### config.mk
export PLATFORM = sky130hd
export DESIGN_NAME = cycle_controller
export DESIGN_NICKNAME = d
export VERILOG_FILES = /design/src/rtl/cpu_ctrl_pkg.sv /design/src/rtl/enable_divider.sv /design/src/rtl/cycle_controller.sv
export SDC_FILE = /design/constraint.sdc
export NUM_CORES = 1
export LEC_CHECK = 0
export BUFFER_PORTS_ARGS = -buffer_cell sky130_fd_sc_hd__buf_2
export CAP_MARGIN = 30
export CELL_PAD_IN_SITES_DETAIL_PLACEMENT = 0
export CELL_PAD_IN_SITES_GLOBAL_PLACEMENT = 1
export CORE_UTILIZATION = 35
export CTS_CLUSTER_DIAMETER = 50
export DETAILED_ROUTE_END_ITERATION = 6
export GPL_TIMING_DRIVEN = 0
export HOLD_SLACK_MARGIN = 0.12
export PLACE_DENSITY = 0.74
export SLEW_MARGIN = 20
export SYNTH_ARGS = -nofsm -noshare
export SYNTH_HDL_FRONTEND = slang
export SYNTH_SLANG_ARGS = --single-unit
### constraint.sdc
create_clock -name clock -period 1.84 [get_ports clock]
set_clock_uncertainty 0.2 [all_clocks]
set_input_delay 0.184 -clock clock [delete_from_list [all_inputs] [get_ports clock]]
set_output_delay 0.184 -clock clock [all_outputs]
set_load 0.1 [all_outputs]
### src/rtl/cpu_ctrl_pkg.sv
// cpu_ctrl_pkg: shared state encoding and default widths for the cycle controller
package cpu_ctrl_pkg;
  localparam int COUNT_WIDTH_DEF = 32;
  localparam int DIV_WIDTH_DEF = 4;
  typedef enum logic [1:0] {
    HALT = 2'd0,
    RUN  = 2'd1,
    STEP = 2'd2
  } state_t;
endpackage

### src/rtl/enable_divider.sv
// enable_divider: holds the divider period and ticks once per div_reg+1 RUN cycles
module enable_divider
  import cpu_ctrl_pkg::*;
#(
  parameter int DIV_WIDTH = DIV_WIDTH_DEF
) (
  input  logic                 clock,
  input  logic                 reset,
  input  logic                 run,
  input  logic                 load,
  input  logic [DIV_WIDTH-1:0] val,
  output logic                 tick
);
  logic [DIV_WIDTH-1:0] div_reg;
  logic [DIV_WIDTH-1:0] div_cnt;
  assign tick = run && (div_cnt == div_reg);
  // Counter idles at 0 outside RUN so the first RUN cycle always starts a fresh period
  always_ff @(posedge clock) begin
    if (reset) begin
      div_reg <= '0;
      div_cnt <= '0;
    end else begin
      div_reg <= load ? val : div_reg;
      div_cnt <= (!run || div_cnt == div_reg) ? '0 : div_cnt + 1'b1;
    end
  end
endmodule

### src/rtl/cycle_controller.sv
// cycle_controller: HALT/RUN/STEP sequencer producing a divided CPU advance enable
module cycle_controller
  import cpu_ctrl_pkg::*;
#(
  parameter int COUNT_WIDTH = COUNT_WIDTH_DEF,
  parameter int DIV_WIDTH   = DIV_WIDTH_DEF
) (
  input  logic                   clock,
  input  logic                   reset,
  input  logic                   run_req,
  input  logic                   halt_req,
  input  logic                   step_req,
  input  logic                   div_load,
  input  logic [DIV_WIDTH-1:0]   div_val,
  output logic                   cpu_enable,
  output logic [1:0]             state,
  output logic                   halted,
  output logic [COUNT_WIDTH-1:0] cycle_count
);
  localparam logic [1:0] S_HALT = HALT;
  localparam logic [1:0] S_RUN  = RUN;
  localparam logic [1:0] S_STEP = STEP;
  logic [1:0] state_nx;
  logic       tick;
  enable_divider #(.DIV_WIDTH(DIV_WIDTH)) u_div (
    .clock (clock),
    .reset (reset),
    .run   (state == S_RUN),
    .load  (div_load && state == S_HALT),
    .val   (div_val),
    .tick  (tick)
  );
  // STEP and the unused encoding both fall back to HALT
  always_comb begin
    state_nx = state == S_HALT ? (halt_req ? S_HALT : step_req ? S_STEP : run_req ? S_RUN : S_HALT)
             : state == S_RUN  ? (halt_req ? S_HALT : S_RUN)
             : S_HALT;
  end
  assign cpu_enable = tick || state == S_STEP;
  assign halted     = state == S_HALT;
  always_ff @(posedge clock) begin
    if (reset) begin
      state       <= S_HALT;
      cycle_count <= '0;
    end else begin
      state       <= state_nx;
      cycle_count <= cpu_enable ? cycle_count + 1'b1 : cycle_count;
    end
  end
endmodule

==> results of run 1 <==
cell families after synthesis:
| group | count (synthesis) |
|---|---|
| fa+ha+maj | 2 |
| flops | 42 |
| xor+xnor | 8 |
| simple gates | 91 |
| mux | 6 |
| buf+inv | 20 |
| compound gates | 60 |
cells in the mapped netlist (3+ instances only):
cell,number
sky130_fd_sc_hd__dfxtp_1,42
sky130_fd_sc_hd__a21oi_1,31
sky130_fd_sc_hd__nor2_1,18
sky130_fd_sc_hd__o31ai_1,15
sky130_fd_sc_hd__or3_1,15
sky130_fd_sc_hd__or4_1,15
sky130_fd_sc_hd__o21ai_0,13
sky130_fd_sc_hd__nand3_1,11
sky130_fd_sc_hd__inv_1,10
sky130_fd_sc_hd__nand2_1,10
sky130_fd_sc_hd__xor2_1,6
sky130_fd_sc_hd__buf_2,5
sky130_fd_sc_hd__clkbuf_1,5
sky130_fd_sc_hd__mux2i_1,5
sky130_fd_sc_hd__nand4_1,5
sky130_fd_sc_hd__nand2b_1,3
sky130_fd_sc_hd__nor3_1,3
power by group:
part / switching [mW] / total [mW] / internal [mW]
combinational: 0.116 / 0.205 / 0.0895
clock: 0.308 / 0.578 / 0.270
sequential: 0.0161 / 0.900 / 0.884
total: 0.439 / 1.68 / 1.24
worst register-to-register path: stages, from the launching register on:
cell and delay (ns):
sky130_fd_sc_hd__dfxtp_2 0.34, sky130_fd_sc_hd__xor2_2 0.18, sky130_fd_sc_hd__nor4_4 0.28, sky130_fd_sc_hd__buf_6 0.17
sky130_fd_sc_hd__a21oi_4 0.09, sky130_fd_sc_hd__buf_4 0.15, sky130_fd_sc_hd__or4_1 0.47, sky130_fd_sc_hd__a21oi_1 0.14
how the worst max path moves through the flow:
stage / endpoint / depth (start not counted) / startpoint
2_1_floorplan: cycle_count[29] / 5 / cycle_count[8]
3_3_place_gp: cycle_count[29] / 7 / u_div.div_cnt[0]
3_5_place_dp: cycle_count[24] / 6 / u_div.div_cnt[1]
4_1_cts: cycle_count[20] / 7 / u_div.div_reg[2]
5_1_grt: cycle_count[14] / 8 / u_div.div_reg[1]
6_report: cycle_count[16] / 7 / u_div.div_reg[1]
timing repair:
action	4_1_cts	5_1_grt
gates cloned	1	0
pin swaps	13	15
endpoints found under the hold margin	11	0
gates resized for setup	27	30
hold buffers	9	0
endpoints found under the setup margin	31	31
setup buffers	10	7
routing by layer:
layer	wire (µm)	part of all wire	up-vias
met1	2475	0.46	967
li1	-	-	1000
met5	0	0	-
met2	2586	0.49	52
met3	220	0.041	4
met4	46	0.0086	0
final cells by class:
class,count,area (µm²),area share
Multi-Input combinational cell,167,1292,0.4216
Buffer,10,93.84,0.03061
Sequential cell,42,957.2,0.3122
Timing Repair Buffer,72,513.0,0.1673
Inverter,10,41.29,0.01347
Clock buffer,8,80.08,0.02612
Tap cell,70,87.58,0.02857
through the flow:
stage	setup TNS (ns)	utilization	cell area, µm²	worst slack, ns	hold WS (ns)
after floorplan	-3.342	-	2197	-0.2329	0.05084
after global placement	-8.968	0.4792	2510	-0.4027	0.1637
after detailed placement	-8.653	0.4792	2510	-0.3974	0.1618
after CTS	-4.607	0.5514	2888	-0.2480	0.2012
after global routing	-7.254	0.5853	3065	-0.3177	0.2121
final	-4.719	0.5853	3065	-0.2443	0.2011
==> report_table.html, run 1 <==
<table>
<tr><th>Metric</th><th>Value</th></tr>
<tr><th colspan="2">Worst setup path</th></tr>
<tr><td>Worst Setup Path Type</td><td>reg2reg</td></tr>
<tr><td>Master of the slowest instance on the critical path</td><td>sky130_fd_sc_hd__or4_1</td></tr>
<tr><td>Cells along the critical path</td><td>xor2_2 -&gt; nor4_4 -&gt; buf_6 -&gt; a21oi_4 -&gt; buf_4 -&gt; or4_1 -&gt; a21oi_1</td></tr>
<tr><td>Data arrival time of the worst path</td><td>2.10 ns</td></tr>
<tr><td>Reg2reg end</td><td>cycle_count[16]</td></tr>
<tr><td>Worst Setup Start Kind</td><td>flop</td></tr>
<tr><td>Critical path endpoint category</td><td>flop</td></tr>
<tr><td>Critical path fanouts, max</td><td>6</td></tr>
<tr><td>Worst Reg-to-Reg Cells</td><td>7</td></tr>
<tr><td>Required time of the worst setup path</td><td>about 1.9 ns</td></tr>
<tr><td>Gate family responsible for the most delay along the worst path</td><td>simple AND/OR/NAND/NOR gates</td></tr>
<tr><td>Beginning of the worst register-to-register path</td><td>u_div.div_reg[1]</td></tr>
<tr><td>Reg-to-reg setup timing slack</td><td>-0.24 ns</td></tr>
<tr><td>Crit path buf inv count</td><td>2</td></tr>
<tr><td>Critical Path Max Stage Delay</td><td>between 0.4 and 0.5 ns</td></tr>
<tr><th colspan="2">Synthesis</th></tr>
<tr><td>Post-synthesis mux area share</td><td>0.03145</td></tr>
<tr><td>Post-Synth XOR/XNOR Area</td><td>0.03594</td></tr>
<tr><td>Post-synthesis area per instance</td><td>~8.5 µm²</td></tr>
<tr><td>Synth Area in Simple Gates</td><td>0.2721</td></tr>
<tr><td>Most common flop cell mapped by yosys</td><td>sky130_fd_sc_hd__dfxtp_1</td></tr>
<tr><td>Post-Synth Adder-Cell Area</td><td>0.01284</td></tr>
<tr><td>Flop and latch count out of synthesis</td><td>between 40 and 50</td></tr>
<tr><td>Yosys top cell area share</td><td>0.4313</td></tr>
<tr><td>Count of flip-flops with a built-in enable after synthesis</td><td>0</td></tr>
<tr><td>Dominant combinational cell family by area after synthesis</td><td>simple AND/OR/NAND/NOR gates</td></tr>
<tr><td>Share of the yosys chip area belonging to registers</td><td>0.4313</td></tr>
<tr><td>Area fraction in compound gates after synthesis</td><td>0.1746</td></tr>
<tr><td>Synthesized net count</td><td>241</td></tr>
<tr><td>Distinct cells, synth</td><td>30</td></tr>
<tr><td>Cell area after technology mapping</td><td>1949 µm²</td></tr>
<tr><td>Count of yosys warnings during synthesis</td><td>0</td></tr>
<tr><td>Most area-hungry cell type in the Yosys netlist</td><td>sky130_fd_sc_hd__dfxtp_1</td></tr>
<tr><td>Ranking of synthesized cells by area</td><td>sky130_fd_sc_hd__dfxtp_1, sky130_fd_sc_hd__a21oi_1, sky130_fd_sc_hd__o31ai_1, sky130_fd_sc_hd__or4_1, sky130_fd_sc_hd__or3_1</td></tr>
<tr><td>Post-synth ARST share</td><td>0</td></tr>
<tr><td>Mapped Cells</td><td>about 230</td></tr>
<tr><th colspan="2">Layout</th></tr>
<tr><td>Leading cell types in the layout, fill and taps excluded</td><td>sky130_fd_sc_hd__buf_2, sky130_fd_sc_hd__dfxtp_4, sky130_fd_sc_hd__a21oi_1, sky130_fd_sc_hd__nor2_1, sky130_fd_sc_hd__dfxtp_2</td></tr>
<tr><td>Number of fill cells in the layout</td><td>469</td></tr>
<tr><td>Antenna diode count</td><td>0</td></tr>
<tr><td>Most common library cell in the layout ignoring fill and taps</td><td>sky130_fd_sc_hd__buf_2</td></tr>
<tr><td>Count of nets after finishing</td><td>320</td></tr>
<tr><td>Layout cells sized above 1</td><td>0.5146</td></tr>
<tr><td>Max FFs per register</td><td>32</td></tr>
<tr><td>Area Overhead vs Synth</td><td>57.25%</td></tr>
<tr><td>Final standard cell count with taps included and fillers excluded</td><td>379</td></tr>
<tr><th colspan="2">CTS</th></tr>
<tr><td># H-tree levels</td><td>2</td></tr>
<tr><td>Clock slew at reported path FFs</td><td>0.08 ns</td></tr>
<tr><td>Clock Tree Root</td><td>sky130_fd_sc_hd__clkbuf_8</td></tr>
<tr><td>Clk sinks</td><td>42</td></tr>
<tr><td>TritonCTS clock tree</td><td>yes</td></tr>
<tr><td>Maximum clock insertion buffer count</td><td>2</td></tr>
<tr><td>Total clock buffers created by CTS</td><td>5</td></tr>
<tr><td>Clock latency on the worst-skew pair</td><td>0.29 ns</td></tr>
<tr><th colspan="2">GRT</th></tr>
<tr><td>Initial antenna violation count</td><td>0</td></tr>
<tr><td>Largest net degree at the start of global routing</td><td>13</td></tr>
<tr><td>GR met1 Demand/Resource</td><td>0.2518</td></tr>
<tr><td>Wire length of the first global-routing pass</td><td>just over 9000 µm</td></tr>
<tr><td>Vias in the first global route</td><td>1,900</td></tr>
<tr><td>Global-route track usage on met3</td><td>0.03952</td></tr>
<tr><td>GRT overflow</td><td>0</td></tr>
<tr><td>Met2 Resource Use GR</td><td>0.3171</td></tr>
<tr><td>GRT Resource Usage Total</td><td>0.1932</td></tr>
<tr><td>Layer carrying the most global-route usage</td><td>met2</td></tr>
<tr><th colspan="2">Pwr</th></tr>
<tr><td>Leakage power figure</td><td>between 1 and 1.5 nW</td></tr>
<tr><td>Peak ir drop on the vdd network</td><td>394.5 µV</td></tr>
<tr><td>Power density of the placed cells</td><td>549.1 nW/µm²</td></tr>
<tr><td>Total power draw</td><td>1.683 mW</td></tr>
<tr><th colspan="2">STA</th></tr>
<tr><td>Worst Slack Setup Final</td><td>-0.2443 ns</td></tr>
<tr><td>Post-route fraction of the period consumed by the critical path</td><td>1.133</td></tr>
<tr><td>Min Clock Period, post-route</td><td>2.084 ns</td></tr>
<tr><td>Number of hold violations in the final report</td><td>0</td></tr>
<tr><td>Number of max-slew violations in the final report</td><td>0</td></tr>
<tr><td>Maximum achievable frequency</td><td>approximately 480 MHz</td></tr>
<tr><td>Setup repair after global routing missed its margin</td><td>true</td></tr>
<tr><td>Max-Slew Margin vs Limit</td><td>0.5963</td></tr>
<tr><td>Slew at the pin closest to its max-slew limit</td><td>approximately 0.6 ns</td></tr>
<tr><td>Final-report setup violation count</td><td>33</td></tr>
<tr><th colspan="2">Status</th></tr>
<tr><td>Run status</td><td>finished with violations</td></tr>
<tr><td>Failing checks</td><td>negative setup slack</td></tr>
<tr><th colspan="2">Hold path</th></tr>
<tr><td>Origin of the worst min-delay path</td><td>div_load</td></tr>
<tr><td>Worst hold path type</td><td>in2reg</td></tr>
<tr><td>Hold-critical path endpoint</td><td>u_div.div_reg[2]</td></tr>
<tr><td>Hold path depth</td><td>5</td></tr>
<tr><th colspan="2">Route</th></tr>
<tr><td>Violation count after the first detailed-route iteration</td><td>81</td></tr>
<tr><td>Detail Route Antenna Nets</td><td>0</td></tr>
<tr><td>Final Routed Wirelength</td><td>5328 µm</td></tr>
<tr><td>Average routed wire per standard cell</td><td>14.06 µm</td></tr>
<tr><td>Via count of the routed design</td><td>roughly 2,000</td></tr>
<tr><td>Drt first pass iters</td><td>4</td></tr>
<tr><td>Remaining routing DRC violations</td><td>0</td></tr>
<tr><td>Vias per cell</td><td>5.338</td></tr>
<tr><th colspan="2">Die</th></tr>
<tr><td>Number of rows created at floorplan</td><td>26</td></tr>
<tr><td>Area of the core region</td><td>5238 µm²</td></tr>
<tr><td>Height of the die</td><td>76.63 µm</td></tr>
<tr><td>X dimension of the die</td><td>76.63 µm</td></tr>
<tr><td>Number of primary I/O pins</td><td>46</td></tr>
<tr><td>Initial cell density of the core</td><td>0.3722</td></tr>
<tr><td>Full die area</td><td>5872 µm²</td></tr>
<tr><th colspan="2">Job</th></tr>
<tr><td># Max-Cap Violations</td><td>0</td></tr>
<tr><th colspan="2">Placement</th></tr>
<tr><td>Number of buffers added on ports</td><td>45</td></tr>
<tr><td>Routability congestion estimate from global placement</td><td>0.7094</td></tr>
<tr><td>Placed cells</td><td>344</td></tr>
<tr><td>Half-perimeter wire length after placement</td><td>~3400 µm</td></tr>
</table>
(Power assumes the default switching activity.)
==> run 2: changes to the inputs <==
--- a/constraint.sdc
+++ b/constraint.sdc
@@ -3,3 +3,3 @@
 set_input_delay 0.184 -clock clock [delete_from_list [all_inputs] [get_ports clock]]
 set_output_delay 0.184 -clock clock [all_outputs]
-set_load 0.1 [all_outputs]
+set_load 0.05 [all_outputs]
==> run 2 against run 1 <==
Compared with the run above: the flow still finishes with violations (negative setup slack); power is 0.13% higher; global-route usage is 0.88 points lower; combinational power is 25% lower; critical path depth stayed put; largest power group unchanged; highest routed layer unchanged.
==> report_table.html, run 2 (synthesis gave the netlist of run 1 again) <==
<table>
<tr><th>Metric</th><th>Value</th></tr>
<tr><th colspan="2">Route</th></tr>
<tr><td>Average routed wire per standard cell</td><td>13.82 µm</td></tr>
<tr><td>Vias per cell</td><td>5.151</td></tr>
<tr><td>Violation count after the first detailed-route iteration</td><td>82</td></tr>
<tr><td>Remaining routing DRC violations</td><td>0</td></tr>
<tr><td>Detail Route Antenna Nets</td><td>0</td></tr>
<tr><td>Via count of the routed design</td><td>approximately 1,900</td></tr>
<tr><td>Drt first pass iters</td><td>5</td></tr>
<tr><td>Final Routed Wirelength</td><td>5210 µm</td></tr>
<tr><th colspan="2">Pwr</th></tr>
<tr><td>Internal power of the cells</td><td>1.274 mW</td></tr>
<tr><td>Psw</td><td>0.4117 mW</td></tr>
<tr><td>Power share of the sequential group</td><td>0.540</td></tr>
<tr><td>Peak ir drop on the vdd network</td><td>306.6 µV</td></tr>
<tr><td>Share of total power in combinational logic</td><td>0.091</td></tr>
<tr><td>Switching power as a share of total power</td><td>0.2443</td></tr>
<tr><td>Total power draw</td><td>1.685 mW</td></tr>
<tr><td>Leakage power figure</td><td>1.099 nW</td></tr>
<tr><td>Relative contribution of the clock network to total power</td><td>0.369</td></tr>
<tr><td>Power density of the placed cells</td><td>slightly below 600 nW/µm²</td></tr>
<tr><th colspan="2">STA</th></tr>
<tr><td>Post-route fraction of the period consumed by the critical path</td><td>1.142</td></tr>
<tr><td>Max-Slew Margin vs Limit</td><td>0.6445</td></tr>
<tr><td>Final-report setup violation count</td><td>32</td></tr>
<tr><td>Min Clock Period, post-route</td><td>2.102 ns</td></tr>
<tr><td>Setup repair after global routing missed its margin</td><td>true</td></tr>
<tr><td>Maximum achievable frequency</td><td>475.7 MHz</td></tr>
<tr><td>Number of max-slew violations in the final report</td><td>0</td></tr>
<tr><td>Worst Slack Setup Final</td><td>-0.2620 ns</td></tr>
<tr><td>Post-Route Setup TNS</td><td>-4.957 ns</td></tr>
<tr><td>Slew at the pin closest to its max-slew limit</td><td>approximately 0.53 ns</td></tr>
<tr><td>Number of hold violations in the final report</td><td>0</td></tr>
<tr><th colspan="2">Worst setup path</th></tr>
<tr><td>Worst Setup Path Type</td><td>reg2reg</td></tr>
<tr><td>Required time of the worst setup path</td><td>1.87 ns</td></tr>
<tr><td>Worst Setup Start Kind</td><td>flop</td></tr>
<tr><td>Critical path fanouts, max</td><td>8</td></tr>
<tr><td>Critical path endpoint category</td><td>flop</td></tr>
<tr><td>Data arrival time of the worst path</td><td>2.13 ns</td></tr>
<tr><td>Worst Reg-to-Reg Cells</td><td>7</td></tr>
<tr><td>Beginning of the worst register-to-register path</td><td>u_div.div_reg[1]</td></tr>
<tr><td>Critical path startpoint</td><td>u_div.div_reg[1]</td></tr>
<tr><th colspan="2">CTS</th></tr>
<tr><td>Clk sinks</td><td>between 40 and 50</td></tr>
<tr><td>TritonCTS clock tree</td><td>yes</td></tr>
<tr><td>Total clock buffers created by CTS</td><td>5</td></tr>
<tr><td>Clock slew at reported path FFs</td><td>0.09 ns</td></tr>
<tr><td>Clock latency on the worst-skew pair</td><td>0.30 ns</td></tr>
<tr><td># H-tree levels</td><td>2</td></tr>
<tr><td>Maximum clock insertion buffer count</td><td>2</td></tr>
<tr><td>Clock Tree Root</td><td>sky130_fd_sc_hd__clkbuf_8</td></tr>
<tr><th colspan="2">Layout</th></tr>
<tr><td>Leading cell types in the layout, fill and taps excluded</td><td>sky130_fd_sc_hd__buf_2, sky130_fd_sc_hd__a21oi_1, sky130_fd_sc_hd__nor2_1, sky130_fd_sc_hd__dfxtp_2, sky130_fd_sc_hd__dfxtp_4</td></tr>
<tr><td>Layout cells sized above 1</td><td>0.4463</td></tr>
<tr><td>Antenna diode count</td><td>0</td></tr>
<tr><td>Max FFs per register</td><td>32</td></tr>
<tr><td>Number of fill cells in the layout</td><td>roughly 520</td></tr>
<tr><td>Most common library cell in the layout ignoring fill and taps</td><td>sky130_fd_sc_hd__buf_2</td></tr>
<tr><td>Count of nets after finishing</td><td>318</td></tr>
<tr><td>Area Overhead vs Synth</td><td>47.88%</td></tr>
<tr><td>Area of all placed cells without fillers</td><td>2883 µm²</td></tr>
<tr><th colspan="2">Die</th></tr>
<tr><td>Full die area</td><td>just under 6000 µm²</td></tr>
<tr><td>Area of the core region</td><td>5238 µm²</td></tr>
<tr><td>Initial cell density of the core</td><td>0.3722</td></tr>
<tr><td>Number of primary I/O pins</td><td>46</td></tr>
<tr><td>Number of rows created at floorplan</td><td>26</td></tr>
<tr><td>X dimension of the die</td><td>76.63 µm</td></tr>
<tr><td>Height of the die</td><td>76.63 µm</td></tr>
<tr><th colspan="2">Hold path</th></tr>
<tr><td>Origin of the worst min-delay path</td><td>reset</td></tr>
<tr><td>Worst hold path type</td><td>in2reg</td></tr>
<tr><td>Hold path depth</td><td>3</td></tr>
<tr><th colspan="2">Job</th></tr>
<tr><td># Max-Cap Violations</td><td>0</td></tr>
<tr><th colspan="2">Status</th></tr>
<tr><td>Run status</td><td>finished with violations</td></tr>
<tr><td>Failing checks</td><td>negative setup slack</td></tr>
<tr><th colspan="2">GRT</th></tr>
<tr><td>GRT Resource Usage Total</td><td>0.1844</td></tr>
<tr><td>Vias in the first global route</td><td>between 1,500 and 2,000</td></tr>
<tr><td>Largest net degree at the start of global routing</td><td>13</td></tr>
<tr><td>GRT overflow</td><td>0</td></tr>
<tr><td>Initial antenna violation count</td><td>0</td></tr>
<tr><td>Wire length of the first global-routing pass</td><td>8625 µm</td></tr>
<tr><th colspan="2">Placement</th></tr>
<tr><td>Routability congestion estimate from global placement</td><td>0.7553</td></tr>
<tr><td>Half-perimeter wire length after placement</td><td>3288 µm</td></tr>
<tr><td>DP Area</td><td>2386 µm²</td></tr>
<tr><td>Number of buffers added on ports</td><td>45</td></tr>
</table>
[run 2: per-layer routing]
layer  GRT usage  wire length (µm)  up-vias
li1            -                 -      998
met1      0.2433              2592      903
met2      0.2991              2409       36
met3     0.04311               165        5
met4     0.05192                42        0
met5           0                 0        -
[run 2: repair_timing]
action,4_1_cts,5_1_grt
gates resized for setup,22,32
buffers inserted,5,10
endpoints found under the setup margin,32,32
pin swaps,7,22
cloned,2,0
endpoints found under the hold margin,11,0
hold buffers,8,0
[run 2: power by group through the flow]
stage | Combinational [mW] | Clock [mW] | Sequential, mW
2_1_floorplan | 0.0654 | 0 | 0.943
4_1_cts | 0.138 | 0.637 | 0.910
3_3_place_gp | 0.109 | 0 | 0.930
6_report | 0.154 | 0.621 | 0.910
5_1_grt | 0.169 | 0.683 | 0.913
3_5_place_dp | 0.109 | 0 | 0.930
[run 2: worst max-delay path, stage by stage (launching register included)]
cell and delay (ns):
sky130_fd_sc_hd__dfxtp_2 0.33, sky130_fd_sc_hd__xor2_1 0.18, sky130_fd_sc_hd__nor4_4 0.31, sky130_fd_sc_hd__buf_6 0.17
sky130_fd_sc_hd__a21oi_4 0.09, sky130_fd_sc_hd__buf_4 0.15, sky130_fd_sc_hd__or4_1 0.49, sky130_fd_sc_hd__a21oi_1 0.12
[run 2: layout make-up]
cell class	count	area (µm²)	share of cell area
tap	70	87.58	0.03038
inverter	10	37.54	0.01302
buffer	10	78.83	0.02734
timing repair buffer	70	464.2	0.1610
sequential	42	922.1	0.3199
multi-input combinational	167	1202	0.4171
clock buffer	8	90.09	0.03125
[run 2: path summary, 6_finish.rpt]
| check | end | slack (ns) |
|---|---|---|
| hold / removal | cycle_count[31] | 0.22 |
| setup reg to reg | cycle_count[26] | -0.26 |
| hold reg to reg | u_div.div_cnt[0] | 0.26 |
| setup / recovery | cycle_count[26] | -0.26 |
[run 2: through the flow]
stage / util / setup slack (ns) / cells / hold WS, ns
after floorplan: - / -0.1142 / 229 / 0.05084
after global placement: 0.4556 / -0.6270 / 344 / 0.1606
after detailed placement: 0.4556 / -0.6481 / 344 / 0.1627
after CTS: 0.5170 / -0.2531 / 367 / 0.2110
after global routing: 0.5504 / -0.3420 / 377 / 0.2475
final: 0.5504 / -0.2620 / 377 / 0.2204
